## config.mk

```make
export PLATFORM = sky130hd
export DESIGN_NAME = rotor_step_ctrl_flat
export DESIGN_NICKNAME = d
export VERILOG_FILES = /design/src/rtl/rotor_step_ctrl_pkg.sv /design/src/rtl/rotor_step_ctrl_if.sv /design/src/rtl/rotor_step_ctrl_stepper.sv /design/src/rtl/rotor_step_ctrl.sv /design/src/flat_wrapper.sv
export SDC_FILE = /design/constraint.sdc
export NUM_CORES = 1
export LEC_CHECK = 0
export BUFFER_PORTS_ARGS = -buffer_cell sky130_fd_sc_hd__buf_2
export CORE_ASPECT_RATIO = 0.75
export CORE_MARGIN = 2
export CORE_UTILIZATION = 35
export CTS_CLUSTER_SIZE = 28
export DETAILED_ROUTE_END_ITERATION = 10
export PLACE_DENSITY = 0.68
export SETUP_SLACK_MARGIN = 0.05
export SLEW_MARGIN = 20
export SYNTH_ARGS = -nofsm -noshare
export SYNTH_HDL_FRONTEND = slang
export SYNTH_SLANG_ARGS = --single-unit
```

## constraint.sdc

```tcl
create_clock -name clk -period 2.7 [get_ports clk]
set_clock_uncertainty 0.15 [all_clocks]
set_input_delay 0.54 -clock clk [delete_from_list [all_inputs] [get_ports clk]]
set_output_delay 0.54 -clock clk [all_outputs]
set_load 0.1 [all_outputs]
```

## src/rtl/rotor_step_ctrl_pkg.sv

```systemverilog
// Shared definitions for the rotor stepping controller: alphabet, notches,
// letter code type and FSM state encoding.
package rotor_step_ctrl_pkg;

  localparam int ALPHA_DEF  = 26;
  localparam int NOTCH1_DEF = 16;
  localparam int NOTCH2_DEF = 4;
  localparam int CODE_W     = 5;

  typedef logic [CODE_W-1:0] code_t;

  typedef enum logic [1:0] {
    ST_IDLE   = 2'd0,
    ST_STEP   = 2'd1,
    ST_ENCODE = 2'd2,
    ST_HOLD   = 2'd3
  } state_t;

  function automatic code_t inc_pos(input code_t x, input int alpha);
    return (x == code_t'(alpha - 1)) ? '0 : x + code_t'(1);
  endfunction

  // Out-of-alphabet start positions are forced to 0 rather than wrapped.
  function automatic code_t clamp_pos(input code_t x, input int alpha);
    return (x >= code_t'(alpha)) ? '0 : x;
  endfunction

endpackage

```

## src/rtl/rotor_step_ctrl_if.sv

```systemverilog
// Bus bundle between the rotor stepping controller and its environment
// (config, key input, datapath drive/return, cipher output, debug state).
interface rotor_step_ctrl_if;
  import rotor_step_ctrl_pkg::*;

  // Handshakes: a transfer happens on a rising edge where valid and ready are
  // both high; valid never waits on ready, and data is held while valid is up.
  logic   cfg_load;
  code_t  cfg_r1;
  code_t  cfg_r2;
  code_t  cfg_r3;
  logic   key_valid;
  code_t  key_in;
  logic   key_ready;
  code_t  enc_in;
  code_t  enc_r1;
  code_t  enc_r2;
  code_t  enc_r3;
  code_t  enc_out;
  logic   cipher_valid;
  code_t  cipher_out;
  logic   cipher_ready;
  logic   key_err;
  state_t dbg_state;

  modport master (
    input  cfg_load, cfg_r1, cfg_r2, cfg_r3, key_valid, key_in, enc_out, cipher_ready,
    output key_ready, enc_in, enc_r1, enc_r2, enc_r3, cipher_valid, cipher_out, key_err,
           dbg_state
  );

  modport slave (
    output cfg_load, cfg_r1, cfg_r2, cfg_r3, key_valid, key_in, enc_out, cipher_ready,
    input  key_ready, enc_in, enc_r1, enc_r2, enc_r3, cipher_valid, cipher_out, key_err,
           dbg_state
  );

endinterface

```

## src/rtl/rotor_step_ctrl_stepper.sv

```systemverilog
// Combinational odometer step of the three rotors, including the middle-rotor
// double step.
module rotor_stepper
  import rotor_step_ctrl_pkg::*;
#(
  parameter int ALPHA  = ALPHA_DEF,
  parameter int NOTCH1 = NOTCH1_DEF,
  parameter int NOTCH2 = NOTCH2_DEF
) (
  input  code_t p1_i,
  input  code_t p2_i,
  input  code_t p3_i,
  output code_t n1_o,
  output code_t n2_o,
  output code_t n3_o
);

  logic r1_at_notch;
  logic r2_at_notch;

  assign r1_at_notch = (p1_i == code_t'(NOTCH1));
  assign r2_at_notch = (p2_i == code_t'(NOTCH2));

  // r2 at its notch steps itself as well as r3: the double step.
  assign n1_o = inc_pos(p1_i, ALPHA);
  assign n2_o = (r1_at_notch || r2_at_notch) ? inc_pos(p2_i, ALPHA) : p2_i;
  assign n3_o = r2_at_notch ? inc_pos(p3_i, ALPHA) : p3_i;

endmodule

```

## src/rtl/rotor_step_ctrl.sv

```systemverilog
// Sequencer for the rotor/reflector datapath: accepts a letter, steps the
// rotors, captures the datapath result and offers it on a valid/ready output.
module rotor_step_ctrl
  import rotor_step_ctrl_pkg::*;
#(
  parameter int ALPHA  = ALPHA_DEF,
  parameter int NOTCH1 = NOTCH1_DEF,
  parameter int NOTCH2 = NOTCH2_DEF
) (
  input  logic              clk,
  input  logic              rst,
  rotor_step_ctrl_if.master bus
);

  state_t state_q, state_d;
  code_t  r1_q, r1_d, r2_q, r2_d, r3_q, r3_d;
  code_t  enc_in_q, enc_in_d;
  code_t  cipher_out_q, cipher_out_d;
  logic   cipher_valid_q, cipher_valid_d;
  logic   key_err_q, key_err_d;
  logic   key_ready_c;
  code_t  n1, n2, n3;

  rotor_stepper #(
    .ALPHA (ALPHA),
    .NOTCH1(NOTCH1),
    .NOTCH2(NOTCH2)
  ) u_stepper (
    .p1_i(r1_q),
    .p2_i(r2_q),
    .p3_i(r3_q),
    .n1_o(n1),
    .n2_o(n2),
    .n3_o(n3)
  );

  assign key_ready_c = (state_q == ST_IDLE) && !bus.cfg_load && !rst;

  always_comb begin
    state_d        = state_q;
    r1_d           = r1_q;
    r2_d           = r2_q;
    r3_d           = r3_q;
    enc_in_d       = enc_in_q;
    cipher_out_d   = cipher_out_q;
    cipher_valid_d = cipher_valid_q;
    key_err_d      = 1'b0;
    // A config load wins over everything and drops any letter in flight.
    if (bus.cfg_load) begin
      r1_d           = clamp_pos(bus.cfg_r1, ALPHA);
      r2_d           = clamp_pos(bus.cfg_r2, ALPHA);
      r3_d           = clamp_pos(bus.cfg_r3, ALPHA);
      cipher_valid_d = 1'b0;
      state_d        = ST_IDLE;
    end else begin
      case (state_q)
        ST_IDLE: begin
          if (bus.key_valid && key_ready_c) begin
            if (bus.key_in >= code_t'(ALPHA)) begin
              key_err_d = 1'b1;
            end else begin
              enc_in_d = bus.key_in;
              state_d  = ST_STEP;
            end
          end
        end
        ST_STEP: begin
          r1_d    = n1;
          r2_d    = n2;
          r3_d    = n3;
          state_d = ST_ENCODE;
        end
        ST_ENCODE: begin
          cipher_out_d   = bus.enc_out;
          cipher_valid_d = 1'b1;
          state_d        = ST_HOLD;
        end
        ST_HOLD: begin
          if (bus.cipher_ready) begin
            cipher_valid_d = 1'b0;
            state_d        = ST_IDLE;
          end
        end
        default: state_d = ST_IDLE;
      endcase
    end
  end

  always_ff @(posedge clk or posedge rst) begin
    if (rst) begin
      state_q        <= ST_IDLE;
      r1_q           <= '0;
      r2_q           <= '0;
      r3_q           <= '0;
      enc_in_q       <= '0;
      cipher_out_q   <= '0;
      cipher_valid_q <= 1'b0;
      key_err_q      <= 1'b0;
    end else begin
      state_q        <= state_d;
      r1_q           <= r1_d;
      r2_q           <= r2_d;
      r3_q           <= r3_d;
      enc_in_q       <= enc_in_d;
      cipher_out_q   <= cipher_out_d;
      cipher_valid_q <= cipher_valid_d;
      key_err_q      <= key_err_d;
    end
  end

  assign bus.key_ready    = key_ready_c;
  assign bus.enc_in       = enc_in_q;
  assign bus.enc_r1       = r1_q;
  assign bus.enc_r2       = r2_q;
  assign bus.enc_r3       = r3_q;
  assign bus.cipher_valid = cipher_valid_q;
  assign bus.cipher_out   = cipher_out_q;
  assign bus.key_err      = key_err_q;
  assign bus.dbg_state    = state_q;

endmodule

```

## src/flat_wrapper.sv

```systemverilog
// flat-port wrapper written by rule: the top's interface ports become plain ports
module rotor_step_ctrl_flat import rotor_step_ctrl_pkg::*;
#(
  parameter int ALPHA  = ALPHA_DEF,
  parameter int NOTCH1 = NOTCH1_DEF,
  parameter int NOTCH2 = NOTCH2_DEF
)
  (clk, rst, bus_cfg_load, bus_cfg_r1, bus_cfg_r2, bus_cfg_r3, bus_key_valid, bus_key_in, bus_enc_out, bus_cipher_ready, bus_key_ready, bus_enc_in, bus_enc_r1, bus_enc_r2, bus_enc_r3, bus_cipher_valid, bus_cipher_out, bus_key_err, bus_dbg_state);
  rotor_step_ctrl_if bus_i ();
  input  logic clk;
  input  logic rst;
  input wire logic [$bits(bus_i.cfg_load)-1:0] bus_cfg_load;
  input wire logic [$bits(bus_i.cfg_r1)-1:0] bus_cfg_r1;
  input wire logic [$bits(bus_i.cfg_r2)-1:0] bus_cfg_r2;
  input wire logic [$bits(bus_i.cfg_r3)-1:0] bus_cfg_r3;
  input wire logic [$bits(bus_i.key_valid)-1:0] bus_key_valid;
  input wire logic [$bits(bus_i.key_in)-1:0] bus_key_in;
  input wire logic [$bits(bus_i.enc_out)-1:0] bus_enc_out;
  input wire logic [$bits(bus_i.cipher_ready)-1:0] bus_cipher_ready;
  output wire logic [$bits(bus_i.key_ready)-1:0] bus_key_ready;
  output wire logic [$bits(bus_i.enc_in)-1:0] bus_enc_in;
  output wire logic [$bits(bus_i.enc_r1)-1:0] bus_enc_r1;
  output wire logic [$bits(bus_i.enc_r2)-1:0] bus_enc_r2;
  output wire logic [$bits(bus_i.enc_r3)-1:0] bus_enc_r3;
  output wire logic [$bits(bus_i.cipher_valid)-1:0] bus_cipher_valid;
  output wire logic [$bits(bus_i.cipher_out)-1:0] bus_cipher_out;
  output wire logic [$bits(bus_i.key_err)-1:0] bus_key_err;
  output wire logic [$bits(bus_i.dbg_state)-1:0] bus_dbg_state;
  assign bus_i.cfg_load = bus_cfg_load;
  assign bus_i.cfg_r1 = bus_cfg_r1;
  assign bus_i.cfg_r2 = bus_cfg_r2;
  assign bus_i.cfg_r3 = bus_cfg_r3;
  assign bus_i.key_valid = bus_key_valid;
  assign bus_i.key_in = bus_key_in;
  assign bus_i.enc_out = bus_enc_out;
  assign bus_i.cipher_ready = bus_cipher_ready;
  assign bus_key_ready = bus_i.key_ready;
  assign bus_enc_in = bus_i.enc_in;
  assign bus_enc_r1 = bus_i.enc_r1;
  assign bus_enc_r2 = bus_i.enc_r2;
  assign bus_enc_r3 = bus_i.enc_r3;
  assign bus_cipher_valid = bus_i.cipher_valid;
  assign bus_cipher_out = bus_i.cipher_out;
  assign bus_key_err = bus_i.key_err;
  assign bus_dbg_state = bus_i.dbg_state;
  rotor_step_ctrl #(.ALPHA(ALPHA), .NOTCH1(NOTCH1), .NOTCH2(NOTCH2)) u_core (.clk(clk), .rst(rst), .bus(bus_i));
endmodule
```

==> impl_metrics.env <==
export IMPL_drc_errors=0
export IMPL_syn_cell_area_um2=1800
export IMPL_yosysSeqAreaShare=0.404
export IMPL_grt_pass1_wl_um=6600
export IMPL_synth_largest_area_cell="dfrtp_1"
export IMPL_drv_slew=0
export IMPL_cts_htree_levels=2
export IMPL_wire_per_inst_um=13.1
export IMPL_place_hpwl_um=3020
export IMPL_fmax_mhz=439
export IMPL_worstSetupEndpointType="output pin"
export IMPL_mostFrequentLayoutCell="buf_2"
export IMPL_cts_tree="built"
export IMPL_ys_types=44
export IMPL_antenna_left=0
export IMPL_grt_setup_unrepaired="no"
export IMPL_core_area_um2=4930
export IMPL_antennaDiodeCount=0
export IMPL_routabilityCongestion=0.901
export IMPL_critPathTopFamily="buffers and inverters"
export IMPL_drive_gt1_frac=0.384
export IMPL_fin_tns_setup_ns=0
export IMPL_syn_inst=178
export IMPL_dr_pass1_iters=4
export IMPL_cap_violations=0
export IMPL_fin_nets=283
export IMPL_cpMaxStageDelayCell="buf_2"
export IMPL_rows=22
export IMPL_timing_rr_start="u_core.bus.dbg_state[1]$_DFFE_PP0P_"
export IMPL_ys_warn_count=0
export IMPL_synth_avg_cell_area_um2=10.1
export IMPL_holdCritPathClass="input port to asynchronous set/reset pin"
export IMPL_initial_core_util=0.364
export IMPL_cts_sinks=29
export IMPL_fillerInstances=472
export IMPL_clkTransAtPathRegs_ns=0.07
export IMPL_vias_per_cell=5.10
export IMPL_synth_edf_count=0
export IMPL_die_x_um=86.7
export IMPL_clk_insertion_delay_late_ns=0.28
export IMPL_regArea_um2=726
export IMPL_cts_buffers=5
export IMPL_cp_startpoint="u_core.bus.dbg_state[0]$_DFFE_PP0P_"
export IMPL_clk_path_buf_depth=2
export IMPL_required_ns=2.01
export IMPL_first_global_vias=1393
export IMPL_slowest_delay_ns=0.43
export IMPL_cts_resized_gates=0
export IMPL_grt_overflow=0
export IMPL_period_share=0.843
export IMPL_relSlewSlack=0.527
export IMPL_cp_arrival_ns=1.59
export IMPL_holdBufCountCts=0
export IMPL_vias=1540
export IMPL_final_util=0.457
export IMPL_die_area_um2=5720
export IMPL_multiInputGateArea_um2=966
export IMPL_path_class="flop to output pin"
export IMPL_setup_viol=0
export IMPL_dr_first_iter_drc_count=71
export IMPL_async_flop_share=1.00
export IMPL_grt_max_degree=22
export IMPL_cp_max_fo=5
export IMPL_port_buffers=59
export IMPL_synth_nets=220
export IMPL_postCtsSetupBuffers=0
export IMPL_crit_buf_inv=2
export IMPL_startpoint_type="flop"
export IMPL_area_growth_pct=25.3
export IMPL_place_area_um2=2150
export IMPL_fp_dieH_um=66.0
export IMPL_status="finished, final reports clean"
export IMPL_final_cell_mix="59 x buf_2, 29 x dfrtp_1, 17 x inv_1"
export IMPL_synth_seq_cells=29
export IMPL_synth_ff_type="dfrtp_1"
export IMPL_finalHoldViolCount=0
export IMPL_crit_chain="inv_1 -> ha_1 -> and2_2 -> buf_2"
export IMPL_final_design_area_no_fill_um2=2250
export IMPL_wl_um=3960
export IMPL_worst_slew_pin_slew_ns=0.709
export IMPL_grt_usage=0.149
export IMPL_yosys_area_top_type_share=0.404
export IMPL_antenna_found_initial=0
export IMPL_min_period_ns=2.28
export IMPL_ctsRootBufferMaster="clkbuf_8"
export IMPL_synth_area_leaders="dfrtp_1 40%, ha_1 8.4%, mux2_2 8.2%"
export IMPL_io_pins=60
per-layer routing:
| metal | wire [um] | track usage |
|---|---|---|
| met5 | 0 | 0 |
| met4 | 14 | 0.0234 |
| met3 | 273 | 0.0624 |
| met2 | 1710 | 0.215 |
| met1 | 1960 | 0.211 |
worst register-to-register path: cells and delay by family, from the launching register on:
family,cells,cell delay (ns)
mux,1,0.31
fa+ha+maj,1,0.46
buf+inv,1,0.09
flops,1,0.41
compound gates,1,0.40
simple gates,1,0.23
worst paths after layout:
| kind | slack (ns) | to | depth (start not counted) |
|---|---|---|---|
| setup / recovery | 0.42 | bus_key_ready | 4 |
| hold / removal | 0.23 | u_core.bus.dbg_state[0]$_DFFE_PP0P_ | 2 |
| setup reg to reg | 0.54 | u_core.bus.enc_r2[0]$_DFFE_PP0P_ | 5 |
| hold reg to reg | 0.35 | u_core.bus.cipher_out[0]$_DFFE_PP0P_ | 1 |
| max in group asynchronous | 1.53 | u_core.bus.cipher_out[3]$_DFFE_PP0P_ | 3 |
| min in group clk | 0.34 | u_core.bus.enc_r1[0]$_DFFE_PP0P_ | 3 |
sequential cells by signal, summed over array words and instances (netlist names):
| signal | count |
|---|---|
| u_core.bus.enc_r2 | 5 |
| u_core.bus.cipher_valid | 1 |
| u_core.bus.enc_r3 | 5 |
| u_core.bus.enc_in | 5 |
| u_core.bus.enc_r1 | 5 |
| u_core.bus.key_err | 1 |
| u_core.bus.cipher_out | 5 |
| u_core.bus.dbg_state | 2 |
synthesized netlist by cell type, types with 2 or more instances:
| library cell | instances |
|---|---|
| a21oi_1 | 8 |
| a22o_1 | 2 |
| a31oi_1 | 2 |
| a32oi_1 | 4 |
| buf_2 | 2 |
| buf_4 | 2 |
| dfrtp_1 | 29 |
| ha_1 | 12 |
| inv_1 | 17 |
| mux2_2 | 13 |
| mux2_4 | 2 |
| nand2_1 | 8 |
| nand2b_1 | 2 |
| nand3_1 | 13 |
| nand4_1 | 3 |
| nor2_1 | 9 |
| nor2b_1 | 4 |
| nor3_1 | 3 |
| o211ai_1 | 5 |
| o21ai_0 | 12 |
| o22ai_1 | 3 |
cells by family (layout without fill, tap and decap cells):
family,Yosys count,after routing,synth area share
simple gates,50,50,0.164
flops,29,29,0.404
fa+ha+maj,12,12,0.0836
buf+inv,23,87,0.0578
compound gates,48,48,0.187
mux,16,16,0.104
metrics by stage:
stage	hold slack, ns	std cells	setup slack, ns
after floorplan	0.468	178	0.142
after global placement	0.335	294	0.582
after detailed placement	0.342	294	0.545
after CTS	0.249	302	0.416
after global routing	0.273	302	0.330
final	0.227	302	0.425
final cells by class:
cell class,count,share of cell area
clock buffers,7,0.0428
multi-input cells,126,0.429
well taps,60,0.0334
clock inverters,1,0.00222
inverters,17,0.0284
flip-flops and latches,29,0.323
repair buffers,62,0.141
Power is left out: the tool's default activity adds up to more than one toggle a clock period on the data nets, which glitch-free logic cannot reach.
